[config.mk]
export PLATFORM = sky130hd
export DESIGN_NAME = seg7_scan_flat
export DESIGN_NICKNAME = d
export VERILOG_FILES = /design/src/rtl/seg7_scan_if.sv /design/src/rtl/seg7_scan.sv /design/src/flat_wrapper.sv
export SDC_FILE = /design/constraint.sdc
export NUM_CORES = 1
export LEC_CHECK = 0
export ABC_CLOCK_PERIOD_IN_PS = 2000
export CAP_MARGIN = 20
export CORE_AREA = 2 2 78 80
export CTS_CLUSTER_DIAMETER = 80
export DETAILED_ROUTE_END_ITERATION = 6
export DIE_AREA = 0 0 80 82
export GPL_TIMING_DRIVEN = 0
export PLACE_DENSITY = 0.84
export SYNTH_ARGS = -nofsm -noshare
export SYNTH_HDL_FRONTEND = slang
export SYNTH_SLANG_ARGS = --single-unit
[constraint.sdc]
create_clock -name clk -period 2 [get_ports clk]
set_input_delay 0.5 -clock clk [delete_from_list [all_inputs] [get_ports clk]]
set_output_delay 0.5 -clock clk [all_outputs]
set_load 0.02 [all_outputs]
[src/rtl/seg7_scan_if.sv]
// seg7_scan_if -- control/data bundle between the segment-code source
// (master) and the multiplexed 7-segment scanner (slave).
interface seg7_scan_if;
  logic       en;
  logic       wr;
  logic [1:0] digit_sel;
  logic [7:0] seg_in;
  logic [7:0] seg;
  logic [3:0] an;
  logic       frame_pulse;

  modport master (
    output en,
    output wr,
    output digit_sel,
    output seg_in,
    input  seg,
    input  an,
    input  frame_pulse
  );

  modport slave (
    input  en,
    input  wr,
    input  digit_sel,
    input  seg_in,
    output seg,
    output an,
    output frame_pulse
  );
endinterface

[src/rtl/seg7_scan.sv]
// seg7_scan -- 4-digit multiplexed 7-segment display scanner.
// Holds four active-low segment codes, cycles through the digits every
// REFRESH_DIV clocks and drives registered an/seg outputs, with a one-cycle
// frame_pulse once each full scan has been shown.
// Optional feature: define SEG7_SCAN_BLANK_EN to blank leading zero digits
// (digits 3..1 showing 8'hC0 with only zeros above them are driven dark).
module seg7_scan #(
  parameter int unsigned REFRESH_DIV = 50000
) (
  input  logic         clk,
  input  logic         rst,
  seg7_scan_if.slave   bus
);

  localparam logic [19:0] PRESC_LAST = 20'(REFRESH_DIV - 32'd1);
  localparam logic [7:0]  SEG_ZERO   = 8'hC0;
  localparam logic [7:0]  SEG_DARK   = 8'hFF;
  localparam logic [3:0]  AN_OFF     = 4'b1111;

  logic [19:0] presc_r;
  logic [1:0]  index_r;
  logic [7:0]  entry_r [4];
  logic        frame_pend_r;
  logic [7:0]  seg_r;
  logic [3:0]  an_r;
  logic        frame_pulse_r;

  logic        tick_s;
  logic [3:0]  blank_s;
  logic [7:0]  shown_s;
  logic [3:0]  an_s;

  // Slot tick: prescaler reached its last count while scanning is enabled.
  always_comb begin
    tick_s = 1'b0;
    if (bus.en && (presc_r == PRESC_LAST)) begin
      tick_s = 1'b1;
    end else begin
      tick_s = 1'b0;
    end
  end

  // Leading-zero blank mask; digit 0 is never blanked.
  always_comb begin
    blank_s = 4'b0000;
`ifdef SEG7_SCAN_BLANK_EN
    blank_s[3] = (entry_r[3] == SEG_ZERO);
    blank_s[2] = blank_s[3] && (entry_r[2] == SEG_ZERO);
    blank_s[1] = blank_s[2] && (entry_r[1] == SEG_ZERO);
`else
    blank_s = 4'b0000;
`endif
  end

  // Select the code and the one-hot anode for the current scan index.
  always_comb begin
    shown_s = SEG_DARK;
    an_s    = AN_OFF;
    case (index_r)
      2'd0: begin
        shown_s = entry_r[0];
        an_s    = 4'b1110;
      end
      2'd1: begin
        shown_s = entry_r[1];
        an_s    = 4'b1101;
      end
      2'd2: begin
        shown_s = entry_r[2];
        an_s    = 4'b1011;
      end
      2'd3: begin
        shown_s = entry_r[3];
        an_s    = 4'b0111;
      end
      default: begin
        shown_s = SEG_DARK;
        an_s    = AN_OFF;
      end
    endcase
    if (blank_s[index_r]) begin
      shown_s = SEG_DARK;
    end else begin
      shown_s = shown_s;
    end
  end

  // Digit register file; writes are accepted whether or not scanning runs.
  always_ff @(posedge clk) begin
    if (rst) begin
      for (int k = 0; k < 4; k++) begin
        entry_r[k] <= SEG_DARK;
      end
    end else if (bus.wr) begin
      entry_r[bus.digit_sel] <= bus.seg_in;
    end else begin
      for (int k = 0; k < 4; k++) begin
        entry_r[k] <= entry_r[k];
      end
    end
  end

  // Prescaler and scan index; both freeze while scanning is disabled.
  always_ff @(posedge clk) begin
    if (rst) begin
      presc_r <= 20'd0;
      index_r <= 2'd0;
    end else if (tick_s) begin
      presc_r <= 20'd0;
      index_r <= index_r + 2'd1;
    end else if (bus.en) begin
      presc_r <= presc_r + 20'd1;
      index_r <= index_r;
    end else begin
      presc_r <= presc_r;
      index_r <= index_r;
    end
  end

  // Frame pulse follows the last digit's slot by one edge so it lines up
  // with the first cycle of the next scan on the outputs.
  always_ff @(posedge clk) begin
    if (rst) begin
      frame_pend_r  <= 1'b0;
      frame_pulse_r <= 1'b0;
    end else if (bus.en) begin
      frame_pend_r  <= tick_s && (index_r == 2'd3);
      frame_pulse_r <= frame_pend_r;
    end else begin
      frame_pend_r  <= frame_pend_r;
      frame_pulse_r <= 1'b0;
    end
  end

  // Registered display drive; dark while disabled or in reset.
  always_ff @(posedge clk) begin
    if (rst) begin
      an_r  <= AN_OFF;
      seg_r <= SEG_DARK;
    end else if (bus.en) begin
      an_r  <= an_s;
      seg_r <= shown_s;
    end else begin
      an_r  <= AN_OFF;
      seg_r <= SEG_DARK;
    end
  end

  assign bus.an          = an_r;
  assign bus.seg         = seg_r;
  assign bus.frame_pulse = frame_pulse_r;

endmodule

[src/flat_wrapper.sv]
// flat-port wrapper written by rule: the top's interface ports become plain ports
module seg7_scan_flat 
#(
  parameter int unsigned REFRESH_DIV = 50000
)
  (clk, rst, bus_en, bus_wr, bus_digit_sel, bus_seg_in, bus_seg, bus_an, bus_frame_pulse);
  seg7_scan_if bus_i ();
  input  logic clk;
  input  logic rst;
  input wire logic [$bits(bus_i.en)-1:0] bus_en;
  input wire logic [$bits(bus_i.wr)-1:0] bus_wr;
  input wire logic [$bits(bus_i.digit_sel)-1:0] bus_digit_sel;
  input wire logic [$bits(bus_i.seg_in)-1:0] bus_seg_in;
  output wire logic [$bits(bus_i.seg)-1:0] bus_seg;
  output wire logic [$bits(bus_i.an)-1:0] bus_an;
  output wire logic [$bits(bus_i.frame_pulse)-1:0] bus_frame_pulse;
  assign bus_i.en = bus_en;
  assign bus_i.wr = bus_wr;
  assign bus_i.digit_sel = bus_digit_sel;
  assign bus_i.seg_in = bus_seg_in;
  assign bus_seg = bus_i.seg;
  assign bus_an = bus_i.an;
  assign bus_frame_pulse = bus_i.frame_pulse;
  seg7_scan #(.REFRESH_DIV(REFRESH_DIV)) u_core (.clk(clk), .rst(rst), .bus(bus_i));
endmodule
## Word-level counts from Yosys, hierarchy flattened

Memories as Yosys holds them, arrays and structs flattened.
Index checks and enable logic that the tools add are counted.

- Word-level logic and storage cells: 46
- Register bits: 36
- Memories kept: 1
- RAM bits: 32
- Output and inout bits: 13

- Bitwise gates (word level): 5
- Add/sub/neg operators: 2
- Reductions and logical operators: 7
- Eq/ne operators: 4
- Muxes and demuxes: 20
- Order comparisons: 1

Memories:

| name | depth | bits a word | read ports | clocked after Yosys merged registers in | write ports | RTL line | RTL |
|---|---|---|---|---|---|---|---|
| u_core.entry_r | 4 | 8 | 4 | 0 | 4 | seg7_scan.sv:22 | `logic [7:0] entry_r [4];` |

Operator list:

| operator | count |
|---|---|
| $mux W8 | 5 |
| $pmux W8 S4 | 1 |
| $add A20 B1 Y20 const B | 1 |
| $eq A20 B16 Y1 const B | 1 |
| $pmux W4 S4 | 1 |
| $mux W1 | 11 |
| $reduce_or A8 Y1 | 1 |
| $eq A2 B2 Y1 const B | 2 |
| $or A1 B1 Y1 | 4 |
| $reduce_or A2 Y1 | 2 |
| $lt A2 B3 Y1 const B | 1 |
| $reduce_or A3 Y1 | 1 |
| $add A2 B1 Y2 const B | 1 |
| $bmux W1 S2 | 1 |
| $eq A2 B1 Y1 const B | 1 |
| $logic_and A1 B1 Y1 | 2 |
| $logic_not A2 Y1 | 1 |
| $mux W2 | 1 |
| $not A1 Y1 | 1 |

## Longest topological paths before layout

Gate-level depths: netlist of the first run.

- Depth in word-level cells: 5
- Gate-level depth with buffers: 7
- Depth with buffers taken out: 6

## Worst setup path after synthesis of the first run

No wires, ideal clock.

- Path type: input port to flip-flop
- From: in bus_digit_sel[0]
- To: mem u_core.entry_r[0][0] (enable)
- Library setup time: 0.311 ns
- Path buffers: 0
- Path slack: 0.032 ns
- Required time: 1.689 ns
- Stages: 2
- Arrival: 1.657 ns
- Cells stage by stage: nor4b_1 -> or2_2

RTL lines:

| element | RTL line | RTL |
|---|---|---|
| start, declared | flat_wrapper.sv:12 | `input wire logic [$bits(bus_i.digit_sel)-1:0] bus_digit_sel;` |
| end, declared | seg7_scan.sv:22 |  |

==> results by stage, run 1 <==
Floorplan:
- The floorplan step set the die height to about 80 um.
- The total I/O pin count is 27.
- The die is ~80 um wide.
- The core area is around 0.0057 mm^2.
- The die covers 0.006560 mm^2.
- The effective utilization at floorplan is 0.4904.
- In this run the core area contains 28 standard-cell rows.

Clocking:
- The clock net in this run drives a total of just under 70 sinks.
- The clock tree synthesis step divided the H-tree into 3 levels.
- The quantity of hold-fixing buffers added after cts is 0.
- The CTS buffer count is 9.
- CTS placed an instance of sky130_fd_sc_hd__clkbuf_8 at the clock tree root.
- The longest clock path from root to sink contains 2 buffers.
- The later-pin clock latency in the skew report is around 340 ps.
- TritonCTS built the clock tree.
- Clock-pin slew was measured on the worst setup and hold paths at 70 ps.

Power and ir drop:
- Of the total power, combinational logic draws 0.055.
- The switching power share of the total is 0.2043.
- The register share of total power is 0.565.
- The total net switching power is between 0.5 and 0.6 mW.
- Dividing total power by cell area gives a power density of between 700 and 800 mW/mm^2.
- The internal power of the cells totals around 2.2 mW.
- The static leakage is ~1.1 nW.
- The part of the total power dissipated in the clock network is 0.380.
- Across the VDD grid, the largest voltage drop is between 0.3 and 0.4 mV.

Timing:
- For this run, the top clock speed supported by timing is between 0.5 and 0.6 GHz.
- The transition time at the pin with the least slew margin is 666.4 ps.
- Dividing the final minimum period by the clock period gives 0.9608.
- The worst-case clock skew is 9.324 ps.
- The worst max-slew margin expressed relative to the limit is 0.5516.
- The final setup TNS is 0 ps.
- The hold violation total from the final report is 0.
- The final max-slew violation count is 0.
- Setup violations remaining at the end of the flow were counted as 0.
- The final critical-path required period is between 1500 and 2000 ps.
- Hold is met by 459.2 ps.
- Once routing completed, OpenROAD measured the worst setup slack at about 80 ps.

Logic synthesis:
- After synthesis the cells add up to 0.002818 mm^2.
- The number of nets handed over by synthesis was roughly 280.
- The synthesized area per cell is 10.84 um^2.
- The count of distinct cell types in the synthesized netlist is 35.
- The biggest area consumer among synthesized cells is sky130_fd_sc_hd__edfxtp_1.
- Of the post-synthesis cell area, the dominant cell type holds 0.3410.
- After technology mapping, the gate count stands at 260.
- By area the synthesized netlist is led by sky130_fd_sc_hd__edfxtp_1, sky130_fd_sc_hd__dfxtp_1, sky130_fd_sc_hd__nand2b_1.
- For this run, the number of Yosys warnings is 0.
- Synthesis inferred 68 register bits.
- Of the synthesized area, sequential elements account for 0.5968.

Worst setup path:
- The kind of cell adding the most delay to the critical path is buffers and inverters.
- The reg-to-reg setup timing slack is 160 ps.
- The slowest library cell on the worst path is sky130_fd_sc_hd__clkdlybuf4s50_1.
- In this run the number of cells on the critical path is 5.
- The worst reg-to-reg path cell count is 6.
- The capture instance of the worst register-to-register path is u_core.presc_r[12]$_SDFFE_PP0P_.
- Data on the critical path is required at its endpoint by approximately 2100 ps.
- On the worst path, the slowest cell contributes a delay of ~580 ps.
- The destination of the critical timing path is u_core.entry_r[3][4]$_SDFFCE_PP1P_.
- The launch instance of the worst register-to-register path is u_core.presc_r[0]$_SDFFE_PP0P_.
- The critical path starts at rst.
- The data arrival time of the worst path is 2010 ps.
- Together, buffers and inverters on the worst path number 3.
- The type of origin of the critical path is an input pin.
- In this run the worst path has a maximum fanout of 9.
- The critical path in this run is classified as input pin to register.
- Traced cell by cell, the critical path runs through clkdlybuf4s50_1, inv_1, nand4_1, buf_4, or2_2.
- The critical path capture point type is a register.

Drt:
- Summing over every cut layer, the via total after detailed routing is slightly above 2,000.
- The first TritonRoute pass finished after 5 iterations.
- In the routed layout, each cell is associated on average with a via count of 5.301.
- The mean routed wirelength per cell is approximately 14 um.
- After detailed routing, the number of remaining DRC violations is 0.
- The remaining antenna violation count is 0.
- The post-detailed-routing wire length is between 5 and 6 mm.
- The initial detailed-routing violation count is about 230.

Hold path:
- The worst hold path was traced through 2 stages.
- The worst hold path belongs to the class register to register.

Global route:
- For this run the aggregate overflow at the end of global routing stands at 0.
- The initial antenna violation count is 0.
- Entering global routing, the biggest net connects 12 pins.
- Across every metal layer, demand over resource in global routing totals 0.1719.
- The first-pass GRT wire length is around 8.5 mm.
- The via count of the first global-routing pass was between 1,500 and 2,000.

Finish:
- The antenna diode count is 0.
- The commonest non-fill, non-tap cell in the layout is sky130_fd_sc_hd__dfxtp_1.
- The design area is around 0.0034 mm^2.
- The layout filler cell count is 474.
- The library cells used most frequently in the layout, excluding fill and tap cells, are sky130_fd_sc_hd__dfxtp_1, sky130_fd_sc_hd__edfxtp_1, sky130_fd_sc_hd__nand2_1.
- The fraction of final layout cells with drive strength greater than 1 is 0.1368.
- The layout net count is ~320.
- The synthesis-to-layout area growth is 22.25%.
- The fraction of the core area covered by cells at the end of the flow is 0.5995.

Placed design:
- The placed standard-cell area is about 0.0032 mm^2.
- Buffers placed on the I/O ports in this run total 25.
- The wire-length estimate of the detail-placed layout is 3.592 mm.
- At the placement stage, the worst setup path has a slack of -502.8 ps.
- Routability-driven placement finished with a final weighted congestion of ~0.9.

Run:
- The tool flagged a number of max-cap violations equal to 0.

Outcome:
- The flow ran to the end, and the final reports show no timing, DRC or antenna violations.
==> sequential cells by signal (all words and copies together) (netlist names) <==
signal	flops
u_core.presc_r	20
u_core.frame_pend_r	1
u_core.bus.frame_pulse	1
u_core.bus.seg	8
u_core.entry_r	32
u_core.bus.an	4
u_core.index_r	2
==> per-layer routing <==
metal	wire, um	track usage
met1	2339	0.2237
met2	2458	0.2733
met3	279	0.03077
met4	128	0.09492
met5	0	0
==> power groups by stage <==
stage | Clock (mW) | Combinational [mW] | Sequential [mW]
after floorplan | 0 | 0.0609 | 1.57
after global placement | 0 | 0.132 | 1.56
after detailed placement | 0 | 0.137 | 1.56
after CTS | 1.05 | 0.142 | 1.53
after global routing | 1.11 | 0.165 | 1.54
final | 1.03 | 0.150 | 1.53
==> Yosys cell counts <==
cell,count
sky130_fd_sc_hd__nand3_2,1
sky130_fd_sc_hd__nor4b_1,2
sky130_fd_sc_hd__a222oi_1,8
sky130_fd_sc_hd__a211oi_1,1
sky130_fd_sc_hd__or2_2,11
sky130_fd_sc_hd__inv_1,7
sky130_fd_sc_hd__nand4_1,8
sky130_fd_sc_hd__edfxtp_1,32
sky130_fd_sc_hd__xnor2_1,9
sky130_fd_sc_hd__nor4_1,9
sky130_fd_sc_hd__buf_2,2
sky130_fd_sc_hd__o21ai_0,12
sky130_fd_sc_hd__mux2i_1,3
sky130_fd_sc_hd__nand2b_1,24
sky130_fd_sc_hd__a31oi_1,1
sky130_fd_sc_hd__ha_1,5
sky130_fd_sc_hd__and3_1,2
sky130_fd_sc_hd__nand3_1,3
sky130_fd_sc_hd__o21ai_1,1
sky130_fd_sc_hd__nor3b_1,1
sky130_fd_sc_hd__nor3_1,3
sky130_fd_sc_hd__nand2_1,32
sky130_fd_sc_hd__and4_1,1
sky130_fd_sc_hd__and2_1,1
sky130_fd_sc_hd__nor2b_1,1
sky130_fd_sc_hd__xor2_1,3
sky130_fd_sc_hd__nor4bb_1,2
sky130_fd_sc_hd__clkbuf_1,7
sky130_fd_sc_hd__or4_4,1
sky130_fd_sc_hd__mux2_2,1
sky130_fd_sc_hd__a31o_2,1
sky130_fd_sc_hd__a21oi_1,6
sky130_fd_sc_hd__or3_1,2
sky130_fd_sc_hd__nor2_1,21
sky130_fd_sc_hd__dfxtp_1,36
==> timing repair <==
item | in CTS | in global routing
setup endpoints to repair | 32 | 51
pin swaps | 0 | 3
gates resized for setup | 4 | 7
cloned | 0 | 0
setup buffers | 0 | 4
==> worst min path at each step <==
stage | from | end | slack (ps)
after detailed placement | u_core.entry_r[0][4]$_SDFFCE_PN1P_ | u_core.bus.seg[4]$_SDFF_PP1_ | 450
after CTS | u_core.entry_r[0][4]$_SDFFCE_PN1P_ | u_core.bus.seg[4]$_SDFF_PP1_ | 460
after global routing | u_core.entry_r[0][1]$_SDFFCE_PN1P_ | u_core.bus.seg[1]$_SDFF_PP1_ | 490
after global placement | u_core.frame_pend_r$_SDFFE_PP0P_ | u_core.bus.frame_pulse$_SDFF_PP0_ | 430
after floorplan | u_core.frame_pend_r$_SDFFE_PP0P_ | u_core.bus.frame_pulse$_SDFF_PP0_ | 420
final | u_core.entry_r[0][1]$_SDFFCE_PN1P_ | u_core.bus.seg[1]$_SDFF_PP1_ | 460
==> tightest hold or removal path, cell delays in order, from the launching register on <==
cell                       delay, ps
sky130_fd_sc_hd__edfxtp_1        320
sky130_fd_sc_hd__o21ai_0          60
sky130_fd_sc_hd__nand2_1          60
==> final cells by class <==
cell class,instances,area (um^2),share of cell area
Clock buffer,13,138.9,0.04032
Clock inverter,3,40.04,0.01162
Tap cell,75,93.84,0.02724
Sequential cell,68,1682,0.4882
Buffer,9,37.54,0.01090
Timing Repair Buffer,31,290.3,0.08427
Multi-Input combinational cell,176,1136,0.3298
Inverter,7,26.28,0.007628
==> cell families after synthesis <==
family | count (synthesis) | share of synthesized area
simple gates | 125 | 0.2367
flops | 68 | 0.5968
compound gates | 30 | 0.07016
buf+inv | 16 | 0.02221
xor+xnor | 12 | 0.03730
fa+ha+maj | 5 | 0.02220
mux | 4 | 0.01465
==> metrics by stage <==
| stage | power [mW] | instances |
|---|---|---|
| after global routing | 2.808 | 382 |
| after global placement | 1.692 | 360 |
| final | 2.714 | 382 |
| after CTS | 2.721 | 378 |
| after floorplan | 1.629 | 260 |
| after detailed placement | 1.700 | 362 |
(Power assumes the default switching activity.)
==> run 2: changes to the inputs <==
--- a/config.mk
+++ b/config.mk
@@ -7,10 +7,10 @@
 export LEC_CHECK = 0
 export ABC_CLOCK_PERIOD_IN_PS = 2000
 export CAP_MARGIN = 20
-export CORE_AREA = 2 2 78 80
+export CORE_AREA = 2 2 56 111
 export CTS_CLUSTER_DIAMETER = 80
 export DETAILED_ROUTE_END_ITERATION = 6
-export DIE_AREA = 0 0 80 82
+export DIE_AREA = 0 0 58 113
 export GPL_TIMING_DRIVEN = 0
 export PLACE_DENSITY = 0.84
 export SYNTH_ARGS = -nofsm -noshare
==> results by stage, run 2 (synthesis gave the netlist of run 1 again) <==
Clocking:
- The depth of the CTS H-tree is 3 (unchanged).
- The clock sink count is 68 (unchanged).
- The later-pin clock latency in the skew report is 330 ps (about the same).
- The cell at the root of the clock tree is sky130_fd_sc_hd__clkbuf_16.
- The clock transition at the registers of the reported paths came to 50 ps (-20 ps).
- The quantity of hold-fixing buffers added after cts is 0 (unchanged).
- TritonCTS built the clock tree.
- The deepest clock path buffer count is 2 (unchanged).
- The CTS buffer count is 9 (unchanged).

Placed design:
- The final weighted congestion in routability-driven placement is 0.9066 (+0.94%).
- The total half-perimeter wirelength after legalization and detailed placement is 4.220 mm (+17%).
- The number of placed instances, taps included is 346 (-4.4%).
- The placed standard-cell area was 0.003163 mm^2 (-0.47%).
- The count of port buffers added during placement is 25 (unchanged).

Worst setup path:
- The required time of the worst setup path was 2020 ps (-70 ps).
- The highest fanout seen on the critical path is 8 (-1).
- The worst setup path is captured at a register.
- The data arrival time of the worst path is 1940 ps (-70 ps).
- The type of origin of the critical path is an input pin.
- The worst setup path is of the input pin to register kind.

Timing:
- The transition time at the pin with the least slew margin is 589.2 ps (-77.19 ps).
- The hold violation total from the final report is 0 (unchanged).
- The final critical-path required period is 1921 ps (-0.4396 ps).
- The number of endpoints failing setup at the final stage is 0 (unchanged).
- The final setup TNS was 0 ps (unchanged).
- The highest attainable clock frequency was 0.5205 GHz (about the same).
- The final hold slack came to 462.7 ps (+3.587 ps).
- The period utilization is 0.9606 (about the same).
- The final max-slew violation count is 0 (unchanged).
- The worst-case clock skew was 3.869 ps (-5.455 ps).
- The worst max-slew margin expressed relative to the limit is 0.6036 (+0.05193).

Drt:
- The number of DRC violations after detailed routing is 0 (unchanged).
- The detail-routed via count per cell came to 5.768 (+8.8%).
- The via count is 2,134 (+5.4%).
- The mean routed wirelength per cell is 16.71 um (+23%).
- The remaining antenna violation count is 0 (unchanged).
- The initial detailed-routing violation count is 115 (-50%).
- The post-detailed-routing wire length was 6.182 mm (+19%).
- The iteration count of the initial detailed-routing pass came to 4 (-1).

Hold path:
- In this run the worst hold path is classified as register to register.

Finish:
- The flip-flop count of the largest register after layout is 32 (unchanged).
- The layout filler cell count is 420 (-11%).
- The antenna diode count is 0 (unchanged).
- The post-route non-filler standard cell count is 370 (-3.1%).
- The fraction of final layout cells with drive strength greater than 1 is 0.1553 (+0.01853).
- The register with the highest flop count is u_core.entry_r.
- The layout net count is 323 (+0.62%).
- The commonest non-fill, non-tap cell in the layout is sky130_fd_sc_hd__dfxtp_1.
- The design area is 0.003546 mm^2 (+2.9%).
- The top cell types in the final layout, fill and taps aside, are sky130_fd_sc_hd__dfxtp_1, sky130_fd_sc_hd__edfxtp_1, sky130_fd_sc_hd__nand2_1.
- The synthesis-to-layout area growth is 25.84%.

Floorplan:
- The vertical extent of the die was 113 um (+38%).
- The core area is 0.005660 mm^2 (-1.5%).
- The row count was 39 (+39%).
- The die width is 58 um (-28%).
- The effective utilization at floorplan was 0.4978 (+0.007371).
- The die area is 0.006554 mm^2 (about the same).
- The total I/O pin count came to 27 (unchanged).

Global route:
- The via count of the first global-routing pass is 2,155 (+17%).
- The first-pass GRT wire length came to 10.03 mm (+18%).
- The maximum number of pins on one net before global-route repair is 12 (unchanged).
- The total congestion overflow came to 0 (unchanged).
- The initial antenna violation count is 0 (unchanged).
- The global router's overall resource usage is 0.2097 (+0.03772).

Power and ir drop:
- The static leakage came to 1.197 nW (+4.7%).
- The power density normalized to cell area came to 877.7 mW/mm^2 (+11%).
- The worst-case vdd ir drop is 0.7613 mV (+120%).

Run:
- The total of max-cap violations came to 0 (unchanged).

Outcome:
- The flow ran to the end, and the final reports show no timing, DRC or antenna violations.
[run 2: changes by cell type in the layout (fill, tap and decap cells not counted), moves of 2 or more]
cell / before / now
sky130_fd_sc_hd__clkbuf_16: 0 / 9
sky130_fd_sc_hd__clkbuf_8: 9 / 1
sky130_fd_sc_hd__clkbuf_1: 10 / 5
sky130_fd_sc_hd__buf_4: 4 / 8
sky130_fd_sc_hd__buf_2: 4 / 2
sky130_fd_sc_hd__clkinv_1: 0 / 2
[run 2: path summary, 6_finish.rpt]
check                                                      start                                  to  slack (ps)  cells past startpoint
worst max-delay path                                         rst  u_core.entry_r[0][6]$_SDFFCE_PN1P_          80                      3
worst min-delay path            u_core.frame_pend_r$_SDFFE_PP0P_   u_core.bus.frame_pulse$_SDFF_PP0_         460                      1
worst max register to register    u_core.presc_r[0]$_SDFFE_PP0P_      u_core.index_r[0]$_SDFFE_PP0P_         170                      5
worst min register to register  u_core.frame_pend_r$_SDFFE_PP0P_   u_core.bus.frame_pulse$_SDFF_PP0_         460                      1
[run 2: metal layers]
metal | vias up | routed length (um) | GRT usage
met3 | 30 | 244 | 0.06400
met1 | 1017 | 2023 | 0.1858
met5 | - | 0 | 0
met2 | 67 | 3581 | 0.3788
met4 | 0 | 332 | 0.1488
li1 | 1020 | - | -
[run 2: critical path: stages]
cell                              delay (ps)
sky130_fd_sc_hd__clkdlybuf4s50_1         600
sky130_fd_sc_hd__nor4b_4                 520
sky130_fd_sc_hd__or2_2                   320
[run 2: cell type report]
cell class,count,area [um^2],share of cell area
plain buffers,9,38.79,0.01094
clock buffers,10,239.0,0.06740
clock inverters,6,30.03,0.008469
inverters,7,26.28,0.007410
multi-input cells,176,1144,0.3225
flip-flops and latches,68,1682,0.4742
well taps,61,76.32,0.02152
repair buffers,33,310.3,0.08751
[run 2: timing repair]
| item | in CTS | in global routing |
|---|---|---|
| endpoints found under the setup margin | 42 | 25 |
| resized for setup | 7 | 5 |
| buffers inserted | 3 | 5 |
| pin swaps | 1 | 2 |
[run 2: through the flow]
step	worst slack, ps	total power, mW	util
global route	-2.730	3.196	0.6264
CTS	12.67	3.122	0.6172
detailed placement	-640.4	1.706	0.5588
floorplan	31.90	1.629	-
global placement	-1102	1.694	0.5555
finish	78.76	3.112	0.6264
[run 2: power by group]
| group | switching, mW | internal (mW) |
|---|---|---|
| combinational | 0.0865 | 0.0752 |
| sequential | 0.0191 | 1.52 |
| clock | 0.559 | 0.855 |
==> run 3: changes to the inputs <==
--- a/config.mk
+++ b/config.mk
@@ -11,8 +11,10 @@
 export CTS_CLUSTER_DIAMETER = 80
 export DETAILED_ROUTE_END_ITERATION = 6
 export DIE_AREA = 0 0 58 113
+export GPL_ROUTABILITY_DRIVEN = 0
 export GPL_TIMING_DRIVEN = 0
-export PLACE_DENSITY = 0.84
+export PLACE_DENSITY = 0.73
+export SETUP_SLACK_MARGIN = 0.4
 export SYNTH_ARGS = -nofsm -noshare
 export SYNTH_HDL_FRONTEND = slang
 export SYNTH_SLANG_ARGS = --single-unit
==> results by stage, run 3 (synthesis gave the netlist of run 1 again) <==
Drt:
- The initial detailed-routing violation count was 68 (-41%).
- The via count is 2,138 (+0.19%).
- The iteration count of the initial detailed-routing pass is 4 (unchanged).
- The mean routed wirelength per cell came to 17.34 um (+3.8%).
- The remaining antenna violation count is 0 (unchanged).
- The number of DRC violations after detailed routing is 0 (unchanged).
- The post-detailed-routing wire length is 6.643 mm (+7.5%).
- The detail-routed via count per cell came to 5.582 (-3.2%).

Worst setup path:
- The data arrival time of the worst path is 1930 ps (about the same).
- The worst setup path is captured at a register.
- The reg-to-reg setup timing slack was 330 ps (+160 ps).
- The worst setup path is of the register to register kind.
- The required time of the worst setup path is 2260 ps (+240 ps).
- The highest fanout seen on the critical path is 5 (-3).
- STA classifies the critical path startpoint as a register.

Timing:
- The post-route worst setup slack came to 334.1 ps (+255.4 ps).
- The worst-case clock skew is 4.016 ps (+0.1466 ps).
- The worst max-slew margin expressed relative to the limit is 0.7322 (+0.1286).
- The highest attainable clock frequency came to 0.6003 GHz (+15%).
- The hold violation total from the final report is 0 (unchanged).
- The transition time at the pin with the least slew margin is 401.8 ps (-187.4 ps).
- The final critical-path required period came to 1666 ps (-255.4 ps).
- Setup repair after global routing could not meet its margin everywhere.
- The final hold slack is 444.3 ps (-18.41 ps).
- The period utilization came to 0.8329 (-0.1277).
- The number of endpoints failing setup at the final stage came to 0 (unchanged).
- The final max-slew violation count is 0 (unchanged).

Floorplan:
- The die area was 0.006554 mm^2 (unchanged).
- The vertical extent of the die was 113 um (unchanged).
- The row count was 39 (unchanged).
- The die width is 58 um (unchanged).
- The core area came to 0.005660 mm^2 (unchanged).
- The effective utilization at floorplan was 0.4978 (unchanged).
- The total I/O pin count is 27 (unchanged).

Power and ir drop:
- The static leakage came to 1.297 nW (+8.3%).
- The worst-case vdd ir drop was 0.9843 mV (+29%).
- The total power of the final layout is 3.088 mW (-0.77%).
- The power density normalized to cell area came to 823.3 mW/mm^2 (-6.2%).

Global route:
- The via count of the first global-routing pass was 2,260 (+4.9%).
- The maximum number of pins on one net before global-route repair was 11 (-1).
- The first-pass GRT wire length is 10.69 mm (+6.5%).
- The initial antenna violation count is 0 (unchanged).
- The total congestion overflow is 0 (unchanged).
- The global router's overall resource usage is 0.2275 (+0.01780).

Finish:
- The antenna diode count is 0 (unchanged).
- In the layout the commonest cells are sky130_fd_sc_hd__edfxtp_1, sky130_fd_sc_hd__nand2_1, sky130_fd_sc_hd__dfxtp_1.
- The flip-flop count of the largest register after layout came to 32 (unchanged).
- The layout net count was 336 (+4.0%).
- The synthesis-to-layout area growth is 33.13%.
- The register with the highest flop count is u_core.entry_r.
- Leaving out fill and tap cells, the most frequent cell in the layout is sky130_fd_sc_hd__edfxtp_1.
- The layout filler cell count is 448 (+6.7%).
- The fraction of final layout cells with drive strength greater than 1 is 0.2609 (+0.1055).

Placed design:
- The count of port buffers added during placement was 25 (unchanged).
- The total half-perimeter wirelength after legalization and detailed placement is 4.300 mm (+1.9%).
- The post-placement setup slack is -654.1 ps (-13.72 ps).

Clocking:
- The cell at the root of the clock tree is sky130_fd_sc_hd__clkbuf_16.
- The CTS buffer count is 9 (unchanged).
- The CTS tree is built.
- The clock transition at the registers of the reported paths was 50 ps (about the same).
- The later-pin clock latency in the skew report is 330 ps (about the same).
- The depth of the CTS H-tree is 3 (unchanged).
- The clock sink count is 68 (unchanged).
- The deepest clock path buffer count is 2 (unchanged).

Run:
- The total of max-cap violations is 0 (unchanged).

Hold path:
- The type of the worst min-delay path is register to register.

Outcome:
- The flow ran to the end, and the final reports show no timing, DRC or antenna violations.
[run 3: changes by cell type in the layout (fill, tap and decap cells not counted), sizes merged]
cell / delta
clkdlybuf4s50: -17
dlygate4sd2: +17
buf: +16
clkbuf: -1
clkinv: -1
clkinvlp: -1
[run 3: routing by layer]
layer  global-route usage  vias up  share of wire
li1                     -     1046              -
met1               0.2041     1007           0.34
met2               0.4038       58           0.57
met3              0.06857       27          0.029
met4               0.1721        0          0.059
met5                    0        -              0
[run 3: final cells by class]
type                            count  area [um^2]  area share
Sequential cell                    68         1700      0.4533
Multi-Input combinational cell    176         1221      0.3255
Timing Repair Buffer               46        397.9      0.1061
Clock buffer                       12        246.5     0.06571
Tap cell                           61        76.32     0.02035
Buffer                              9        67.56     0.01801
Inverter                            7        26.28    0.007005
Clock inverter                      4        15.01    0.004003
[run 3: final timing paths]
path                                                        from                                 to  depth (start not counted)
worst max-delay path              u_core.presc_r[1]$_SDFFE_PP0P_    u_core.presc_r[19]$_SDFFE_PP0P_                          4
worst min-delay path            u_core.frame_pend_r$_SDFFE_PP0P_  u_core.bus.frame_pulse$_SDFF_PP0_                          1
worst max register to register    u_core.presc_r[1]$_SDFFE_PP0P_    u_core.presc_r[19]$_SDFFE_PP0P_                          4
worst min register to register  u_core.frame_pend_r$_SDFFE_PP0P_  u_core.bus.frame_pulse$_SDFF_PP0_                          1
[run 3: metrics by stage]
step	instance area [um^2]	std cells	util	TNS, ps
after floorplan	2877	260	-	0
after global placement	3203	346	0.5659	-23340
after detailed placement	3203	346	0.5659	-25160
after CTS	3711	382	0.6556	0
after global routing	3751	383	0.6627	0
final	3751	383	0.6627	0
[run 3: critical path: stages, from the launching register on]
cell and delay, ps:
sky130_fd_sc_hd__dfxtp_2 340, sky130_fd_sc_hd__nand4_1 180, sky130_fd_sc_hd__or4_4 620, sky130_fd_sc_hd__or3_4 340, sky130_fd_sc_hd__a21oi_2 120
[run 3: what timing repair did]
action	in CTS	in global routing
buffers inserted	19	1
endpoints found under the setup margin	111	38
resized for setup	56	16
pin swaps	14	6
gates cloned	1	0
hold buffers	0	0
[run 3: where the power goes]
part,internal [mW],switching [mW],total [mW]
combinational,0.0778,0.0894,0.167
sequential,1.52,0.0172,1.53
clock,0.855,0.533,1.39
total,2.45,0.640,3.09
